==> config.mk <==
export PLATFORM = sky130hd
export DESIGN_NAME = joystick_debounce
export DESIGN_NICKNAME = d
export VERILOG_FILES = /design/src/rtl/joystick_debounce.sv
export SDC_FILE = /design/constraint.sdc
export NUM_CORES = 1
export LEC_CHECK = 0
export BUFFER_PORTS_ARGS = -buffer_cell sky130_fd_sc_hd__buf_2
export CORE_UTILIZATION = 25
export DETAILED_ROUTE_END_ITERATION = 10
export PLACE_DENSITY_LB_ADDON = 0.05
export SKIP_LAST_GASP = 1
export SYNTH_ARGS = -nofsm -noshare
export SYNTH_HDL_FRONTEND = slang
export SYNTH_SLANG_ARGS = --single-unit
==> constraint.sdc <==
create_clock -name clk -period 5.25 [get_ports clk]
set_input_delay 1.575 -clock clk [delete_from_list [all_inputs] [get_ports clk]]
set_output_delay 1.575 -clock clk [all_outputs]
set_load 0.02 [all_outputs]
==> src/rtl/joystick_debounce.sv <==
`default_nettype none
// ============================================================================
//  Module      : joystick_debounce
//  Description : Five-channel joystick contact debouncer. Each raw active-low
//                contact is synchronised, then debounced by a saturating
//                disagreement counter. Produces debounced levels, one-cycle
//                press pulses and a priority-encoded held-key code.
//  Revision    : 1.0  initial release
// ============================================================================
module joystick_debounce #(
    parameter int DEBOUNCE_CYCLES = 1000000
) (
    input  logic       clk,
    input  logic       reset,
    input  logic       key_up,
    input  logic       key_down,
    input  logic       key_left,
    input  logic       key_right,
    input  logic       key_z,
    output logic       db_up,
    output logic       db_down,
    output logic       db_left,
    output logic       db_right,
    output logic       db_z,
    output logic [4:0] press,
    output logic [2:0] key_code,
    output logic       key_valid
);

    localparam int NUM_KEYS = 5;
    localparam int CNT_W    = 20;

    // Counter reaches this value on the last disagreeing cycle before the flip
    localparam logic [CNT_W-1:0] CNT_LIMIT = CNT_W'(DEBOUNCE_CYCLES - 1);
    localparam logic [CNT_W-1:0] CNT_ONE   = CNT_W'(1);

    // Channel bit positions inside the packed key vectors
    localparam int KEY_UP    = 0;
    localparam int KEY_DOWN  = 1;
    localparam int KEY_LEFT  = 2;
    localparam int KEY_RIGHT = 3;
    localparam int KEY_Z     = 4;

    // Held-key code values
    localparam logic [2:0] CODE_NONE  = 3'd0;
    localparam logic [2:0] CODE_Z     = 3'd1;
    localparam logic [2:0] CODE_UP    = 3'd2;
    localparam logic [2:0] CODE_DOWN  = 3'd3;
    localparam logic [2:0] CODE_LEFT  = 3'd4;
    localparam logic [2:0] CODE_RIGHT = 3'd5;

    logic [NUM_KEYS-1:0] raw_keys;
    logic [NUM_KEYS-1:0] sync_meta_q;
    logic [NUM_KEYS-1:0] sync_q;
    logic [NUM_KEYS-1:0] db_all_q;
    logic [NUM_KEYS-1:0] db_all_d;
    logic [NUM_KEYS-1:0] press_q;
    logic [NUM_KEYS-1:0] press_d;
    logic [2:0]          key_code_q;
    logic [2:0]          key_code_d;
    logic                key_valid_q;
    logic                key_valid_d;

    assign raw_keys = {key_z, key_right, key_left, key_down, key_up};

    // Two-flop synchroniser; released (1) is the safe idle level
    always_ff @(posedge clk or posedge reset) begin
        if (reset) begin
            sync_meta_q <= '1;
            sync_q      <= '1;
        end else begin
            sync_meta_q <= raw_keys;
            sync_q      <= sync_meta_q;
        end
    end

    // One independent debounce channel per key
    for (genvar k = 0; k < NUM_KEYS; k++) begin : g_chan
        logic [CNT_W-1:0] cnt_q;
        logic [CNT_W-1:0] cnt_d;
        logic             db_q;
        logic             db_d;

        // Count consecutive disagreeing cycles; flip the level on the last one
        always_comb begin
            cnt_d = cnt_q;
            db_d  = db_q;
            if (sync_q[k] == db_q) begin
                cnt_d = '0;
            end else if (cnt_q == CNT_LIMIT) begin
                db_d  = sync_q[k];
                cnt_d = '0;
            end else begin
                cnt_d = cnt_q + CNT_ONE;
            end
        end

        // Channel state register
        always_ff @(posedge clk or posedge reset) begin
            if (reset) begin
                cnt_q <= '0;
                db_q  <= 1'b1;
            end else begin
                cnt_q <= cnt_d;
                db_q  <= db_d;
            end
        end

        assign db_all_q[k] = db_q;
        assign db_all_d[k] = db_d;
    end

    // A press is a debounced 1->0 transition happening at this edge
    always_comb begin
        press_d = db_all_q & ~db_all_d;
    end

    // Priority encode the currently debounced levels: z > up > down > left > right
    always_comb begin
        key_code_d = CODE_NONE;
        if (!db_all_q[KEY_Z]) begin
            key_code_d = CODE_Z;
        end else if (!db_all_q[KEY_UP]) begin
            key_code_d = CODE_UP;
        end else if (!db_all_q[KEY_DOWN]) begin
            key_code_d = CODE_DOWN;
        end else if (!db_all_q[KEY_LEFT]) begin
            key_code_d = CODE_LEFT;
        end else if (!db_all_q[KEY_RIGHT]) begin
            key_code_d = CODE_RIGHT;
        end
        key_valid_d = (key_code_d != CODE_NONE);
    end

    // Output registers for pulses and held-key code
    always_ff @(posedge clk or posedge reset) begin
        if (reset) begin
            press_q     <= '0;
            key_code_q  <= CODE_NONE;
            key_valid_q <= 1'b0;
        end else begin
            press_q     <= press_d;
            key_code_q  <= key_code_d;
            key_valid_q <= key_valid_d;
        end
    end

    assign db_up     = db_all_q[KEY_UP];
    assign db_down   = db_all_q[KEY_DOWN];
    assign db_left   = db_all_q[KEY_LEFT];
    assign db_right  = db_all_q[KEY_RIGHT];
    assign db_z      = db_all_q[KEY_Z];
    assign press     = press_q;
    assign key_code  = key_code_q;
    assign key_valid = key_valid_q;

endmodule
`default_nettype wire

==> results of run 1 <==
cells in the final DEF, fill, tap and decap left out, types with 9 or more instances in the layout:
master / instances
xor2_1: 32
o21ai_0: 16
a21oi_1: 24
nor2_1: 85
nand3_1: 43
inv_1: 15
nor4_1: 18
buf_2: 20
nand2_1: 31
nor3_1: 13
and3_1: 13
or4_1: 9
clkbuf_16: 17
xnor2_1: 38
nand4_1: 25
dfrtp_1: 109
dfstp_2: 15
or3_1: 11
power by group:
group | leakage, uW | total [uW] | internal [uW] | switching (uW)
registers | 0.00166 | 985 | 973 | 12.4
logic | 0.000791 | 59.1 | 16.2 | 42.8
clock network | 0.000284 | 1220 | 773 | 445
total | 0.00273 | 2260 | 1760 | 500
path summary, 6_finish.rpt:
path,from,to,cells past startpoint
max in group asynchronous,reset,db_down,3
worst max-delay path,db_z,db_z,1
worst max register to register,g_chan[3].cnt_q[2],g_chan[3].cnt_q[17],5
worst min-delay path,sync_meta_q[0],sync_q[0],0
min in group asynchronous,reset,g_chan[3].cnt_q[9],2
worst min register to register,sync_meta_q[0],sync_q[0],0
kinds of logic after synthesis:
kind of cell | share of synthesized area, %
buffers and inverters | 2.16
adders and majority gates | 1.07
DFF | 53.4
muxes | 1.48
and+or+nand+nor | 26.0
AOI/OAI and AO/OA | 5.40
xor gates and xnor gates | 10.5
layout make-up:
class | count | area share (%)
clock inverters | 13 | 2.39
repair buffers | 27 | 2.20
multi-input cells | 423 | 37.5
well taps | 313 | 5.63
flip-flops and latches | 124 | 44.9
clock buffers | 19 | 6.52
inverters | 16 | 0.900
per-layer routing:
layer	up-vias	wire, um	global-route usage, %
li1	2116	-	-
met4	0	127	3.96
met1	2109	6370	15.8
met2	49	5840	18.3
met3	9	416	3.23
met5	-	0	0
stage by stage:
| stage | hold slack (ps) | instance area, sq um | power, uW | instances |
|---|---|---|---|---|
| 2_1_floorplan | 345 | 5840 | 1040 | 579 |
| 3_3_place_gp | 346 | 6330 | 1060 | 903 |
| 3_5_place_dp | 347 | 6330 | 1060 | 903 |
| 4_1_cts | 355 | 6950 | 2310 | 935 |
| 5_1_grt | 359 | 6950 | 2370 | 935 |
| 6_report | 352 | 6950 | 2260 | 935 |
flip-flops by register name, summed over array words and instances, names as in the netlist:
register      cells
sync_meta_q       5
db_left           1
g_chan.cnt_q    100
press             5
db_right          1
key_code          3
sync_q            5
db_z              1
db_up             1
key_valid         1
db_down           1
==> metrics.md, run 1 <==
| Metric | Value |
|---|---|
| Hold WC Path Type | flop to flop |
| Leak pwr | roughly 0.0027 uW |
| Vias in the first global route | 4297 |
| Ant. Diodes | 0 |
| Ports | 21 |
| Max-cap viol count | 0 |
| CP arrival | 1240 ps |
| First-pass GRT wire length | 22100 um |
| Antenna viol nets, final | 0 |
| Total grt overflow | 0 |
| TritonCTS buffer count | 17 |
| Syn avg cell area | 10.1 sq um |
| Critical Path, Cell by Cell | buf_2 |
| Tmin final | 2810 ps |
| Async SR Flop Fraction | 100% |
| Clock sink total | 124 |
| DRC viols | 0 |
| Top-area cell type share of the netlist area | around 47% |
| Top cells by count, synth | dfrtp_1 (109), nor2_1 (85), nand3_1 (43), xnor2_1 (38), xor2_1 (32) |
| RSZ-0062 raised after global routing | no |
| Nets | 621 |
| Max Fclk | roughly 360 MHz |
| Status | completed |
| H-tree levels | 4 |
| Pwr Density | 325 nW/um^2 |
| Slowest CP cell | dfstp_2 |
| Syn nets | 591 |
| Crit share post-route | 53.5% |
| Count leader, synth | dfrtp_1 |
| Sequential-to-total area share from yosys stat | 53.4% |
| Vias | 4283 |
| DRT Pass-1 Iters | 4 |
| Drt initial violations | around 150 |
| Netlist cell types | between 40 and 50 |
| CORE AREA | 22800 sq um |
| Routed length per placed instance | 13.6 um |
| Final setup margin | 2440 ps |
| Yosys Warn Count | 0 |
| Via density | 4.58 |
| Crit Path Class | flop to output port |
| WP buf/inv | 1 |
| Initial antenna violation count | 0 |
| Post-CTS setup repair buffer count | 0 |
| GRT Overall Usage | 11.8% |
| Slew headroom | 33.8% |
| Die Ht | between 150 and 200 um |
| Startpoint class of the critical path | flop |
| Hold bufs inserted after CTS | 0 |
| Total wire length | 12800 um |
| EDFF count, synth | 0 |
| Clock transition at the registers of the reported paths | about 60 ps |
| Top post-synthesis cells by area | dfrtp_1 (47%), dfstp_2 (6.7%), xnor2_1 (5.7%) |
| Register Area | 3120 sq um |
| Skew final | 10.2 ps |
| Largest net degree at the start of global routing | 77 |
| Row count | 55 |
| Dpl hpwl | 8640 um |
| CTS tree | built |
| Initial Utilization | around a quarter |
| Area occupied by multi-input gates | around 2600 sq um |
| Sum Neg Setup Slack | 0 ps |
| Clock latency on the worst-skew pair | 420 ps |
| RePlAce Congestion | 0.767 |
| Area growth, synth to finish | 18.9% |
| Crit. End Element | output port |
| Final Hold Fails | 0 |
| CP delay by family, top | flip-flops |
| Die area | 24000 sq um |
| Worst-Margin Slew | approximately 1000 ps |
| Largest area contributor in the netlist | dfrtp_1 |
| Post-Synthesis Cells | 579 |
| Reg2reg setup slack | ~3100 ps |
| Placement Setup Slack | between 2000 and 2500 ps |
| Max VDD drop | 0.000167 V |
| Util after Layout | 30.5% |
| Worst Path Required | 3680 ps |
| CP max stage delay | 620 ps |
| Synthesized cell area | 5840 sq um |
| Max clock buf depth | 2 |
| Register bit total from synthesis | 124 |
| Layout cells sized above 1 | between 10% and 20% |
| Root Driver | clkbuf_16 |
| Post-CTS sizing | 0 |
| Top FF cell, synth | dfrtp_1 |
| Final max-slew violation count | 0 |
| Final setup fails | 0 |
| Crit path max fanout | 7 |
| Port bufs | 20 |
| Filler cells | 2359 |
| Die W | ~150 um |
Power figures use the tool's default switching activity.
==> inputs of run 2 (changes only) <==
Settings changed: ABC_AREA set to 1.
Clock period 5.25 ns to 2.8 ns, I/O delays scaled along.
==> run 2 against run 1 <==
  * Die area rose by 10%
  * Area after synthesis rose by 10%
  * Total power rose by 82%
  * Clock power rose by 77%
  * Clock-buffer cell count rose by 3
  * Via count rose by 18%
==> metrics.md, run 2 <==
| Metric | Value |
|---|---|
| Async SR Flop Fraction | 100% (unchanged) |
| Critical Path, Cell by Cell | buf_2 |
| Reg2reg setup slack | 1250 ps (-1830 ps) |
| Leak pwr | 0.00312 uW (+14%) |
| Root Driver | clkbuf_16 |
| Largest net degree at the start of global routing | 125 (+62%) |
| Placement Setup Slack | 1180 ps (-1120 ps) |
| Yosys Warn Count | 0 (unchanged) |
| Layout cells sized above 1 | 13.3% (-1.5 points) |
| Combinational Power Share | 2.9% (+0.3 points) |
| Worst-Margin Slew | 710 ps (-282 ps) |
| Syn avg cell area | 8.07 sq um (-20%) |
| CP arrival | 1210 ps (-30 ps) |
| Row count | 58 (+5.5%) |
| Initial Utilization | 25.5% (-0.16 points) |
| Grt peak-use layer | met2 |
| Met1 Use GR | 17.4% (+1.6 points) |
| DRT Pass-1 Iters | 4 (unchanged) |
| Post-CTS sizing | 0 (unchanged) |
| Slowest CP cell | dfstp_2 |
| Synthesized cell area | 6440 sq um (+10%) |
| Post-Synthesis Cells | 798 (+38%) |
| Port bufs | 20 (unchanged) |
| Post-CTS setup repair buffer count | 0 (unchanged) |
| Drt initial violations | 260 (+74%) |
| Skew final | 10.1 ps (-0.0887 ps) |
| Register Area | 3120 sq um (unchanged) |
| Sw Share | 21.9% (-0.23 points) |
| Final setup fails | 0 (unchanged) |
| RePlAce Congestion | 0.794 (+3.5%) |
| CTS tree | built |
| Ant. Diodes | 0 (unchanged) |
| RSZ-0062 raised after global routing | no |
| Top cells by count, synth | nor2_1 (204), nand2_1 (125), dfrtp_1 (109), nand3_1 (90), inv_1 (77) |
| Pwr Density | 547 nW/um^2 (+68%) |
| Max Fclk | approximately 490 MHz |
| Filler cells | 2719 (+15%) |
| Top-area cell type share of the netlist area | 42.4% (-4.3 points) |
| GRT Overall Usage | 12.9% (+1.2 points) |
| Crit share post-route | 73.3% |
| Total wire length | 15500 um (+22%) |
| Total grt overflow | 0 (unchanged) |
| Area growth, synth to finish | 17.1% |
| Routed length per placed instance | 13.2 um (-3.4%) |
| WP buf/inv | 1 (unchanged) |
| Antenna viol nets, final | 0 (unchanged) |
| GR met2 Demand/Resource | 19.9% (+1.6 points) |
| Hold WC Path Type | flop to flop |
| Clock transition at the registers of the reported paths | 50 ps (about the same) |
| Vias | 5063 (+18%) |
| H-tree levels | 4 (unchanged) |
| Final setup margin | 747 ps (-1690 ps) |
| First-pass GRT wire length | 26400 um (+19%) |
| Final Hold Fails | 0 (unchanged) |
| Crit Path Class | flop to output port |
| Commonest non-fill, non-tap cells in the layout | nor2_1 (204), nand2_1 (125), dfrtp_1 (109) |
| M3 GR Usage | 3.44% (+0.21 points) |
| Dpl hpwl | 11200 um (+30%) |
| Hold bufs inserted after CTS | 0 (unchanged) |
| Initial antenna violation count | 0 (unchanged) |
| Crit path max fanout | 6 (-1) |
| Count leader, synth | nor2_1 |
| Max-cap viol count | 0 (unchanged) |
| Sequential-to-total area share from yosys stat | 48.5% (-4.9 points) |
| Area occupied by multi-input gates | 2990 sq um (+15%) |
| Largest area contributor in the netlist | dfrtp_1 |
| Top reg by flops | g_chan.cnt_q |
| Crit. End Element | output port |
| TritonCTS buffer count | 17 (unchanged) |
| DRC viols | 0 (unchanged) |
| Clock latency on the worst-skew pair | 420 ps (about the same) |
| Finished Cell Area | 7540 sq um (+8.4%) |
| Tmin final | 2050 ps |
| CORE AREA | 25300 sq um (+11%) |
| EDFF count, synth | 0 (unchanged) |
| Final max-slew violation count | 0 (unchanged) |
| Nets | 848 (+37%) |
| Die W | 162 um (+4.9%) |
| Max VDD drop | 0.000338 V (+100%) |
| Switching power | 903 uW (+80%) |
| Slew headroom | 52.7% (+19 points) |
| Clock sink total | 124 (unchanged) |
| Commonest non-fill, non-tap cell in the layout | nor2_1 |
| Die area | 26400 sq um (+10%) |
| Max clock buf depth | 2 (unchanged) |
| Top FF cell, synth | dfrtp_1 |
| Worst Path Required | 1960 ps (-1720 ps) |
| Sequential share of power | 44.7% (+1.1 points) |
| Status | completed |
| Netlist cell types | 32 (-29%) |
| Sum Neg Setup Slack | 0 ps (unchanged) |
| Internal power | 3220 uW (+83%) |
| Startpoint class of the critical path | flop |
| Vias in the first global route | 5087 (+18%) |
| Top post-synthesis cells by area | dfrtp_1 (42%), nor2_1 (12%), nand2_1 (7.3%) |
| Placed cell area | 6970 sq um (+10%) |
| Clock group share of total power | 52.4% (-1.4 points) |
| Via density | 4.30 (-6.2%) |
| CP delay by family, top | flip-flops |
| Register bit total from synthesis | 124 (unchanged) |
| Max FFs per register | 100 (unchanged) |
| Die Ht | 162 um (+4.9%) |
| CP max stage delay | 590 ps (-30 ps) |
| Ports | 21 (unchanged) |
| Syn nets | 810 (+37%) |
## run 2: changes by cell type after synthesis, sizes merged, moves of 8 or more
cell    previous run  this run
o31ai              8         0
or4               13         0
nor4              18         3
or3               12         0
xnor2             38        24
and3              14         0
clkbuf            13         2
nor2              85       225
inv               16        80
nand3             45        94
a21oi             24        13
nand2             31       137
## run 2: layer usage
metal | part of all wire [%] | vias up
met4 | 1.7 | 0
li1 | - | 2622
met3 | 3.9 | 15
met2 | 46 | 60
met5 | 0 | -
met1 | 49 | 2366
## run 2: power by group through the flow
stage,combinational [uW],clock (uW),sequential [uW]
after floorplan,83.5,0,1870
after global placement,126,0,1880
after detailed placement,126,0,1880
after CTS,127,2250,1840
after global routing,143,2310,1850
final,120,2160,1840
## run 2: path summary, 6_finish.rpt
| check | cells past startpoint | to | start |
|---|---|---|---|
| worst max-delay path | 1 | db_up | db_up |
| worst min-delay path | 0 | sync_q[4] | sync_meta_q[4] |
| worst max register to register | 6 | g_chan[0].cnt_q[9] | g_chan[0].cnt_q[0] |
| worst min register to register | 0 | sync_q[4] | sync_meta_q[4] |
| max in group asynchronous | 3 | press[2] | reset |
| min in group asynchronous | 3 | g_chan[4].cnt_q[11] | reset |
## run 2: per-stage QoR
step	cells	hold slack (ps)	power [uW]	util, %
finish	1178	358	4120	29.9
CTS	1178	360	4220	29.9
detailed placement	1147	352	2000	27.6
global placement	1147	347	2000	27.6
global route	1178	362	4300	29.9
floorplan	798	345	1950	-
## run 2: cell families (layout without fill, tap and decap cells)
logic type / Yosys count / after routing / synth area share, %
xor+xnor: 58 / 58 / 8.12
compound gates: 26 / 26 / 2.06
fa+ha+maj: 5 / 5 / 0.972
flops: 124 / 124 / 48.5
buf+inv: 85 / 135 / 5.11
simple gates: 500 / 500 / 35.3
## run 2: area by class of cell
class,instances,share of cell area [%]
Timing Repair Buffer,24,1.89
Inverter,80,4.03
Sequential cell,124,41.4
Clock inverter,9,1.26
Multi-Input combinational cell,589,39.6
Tap cell,330,5.48
Clock buffer,22,6.29
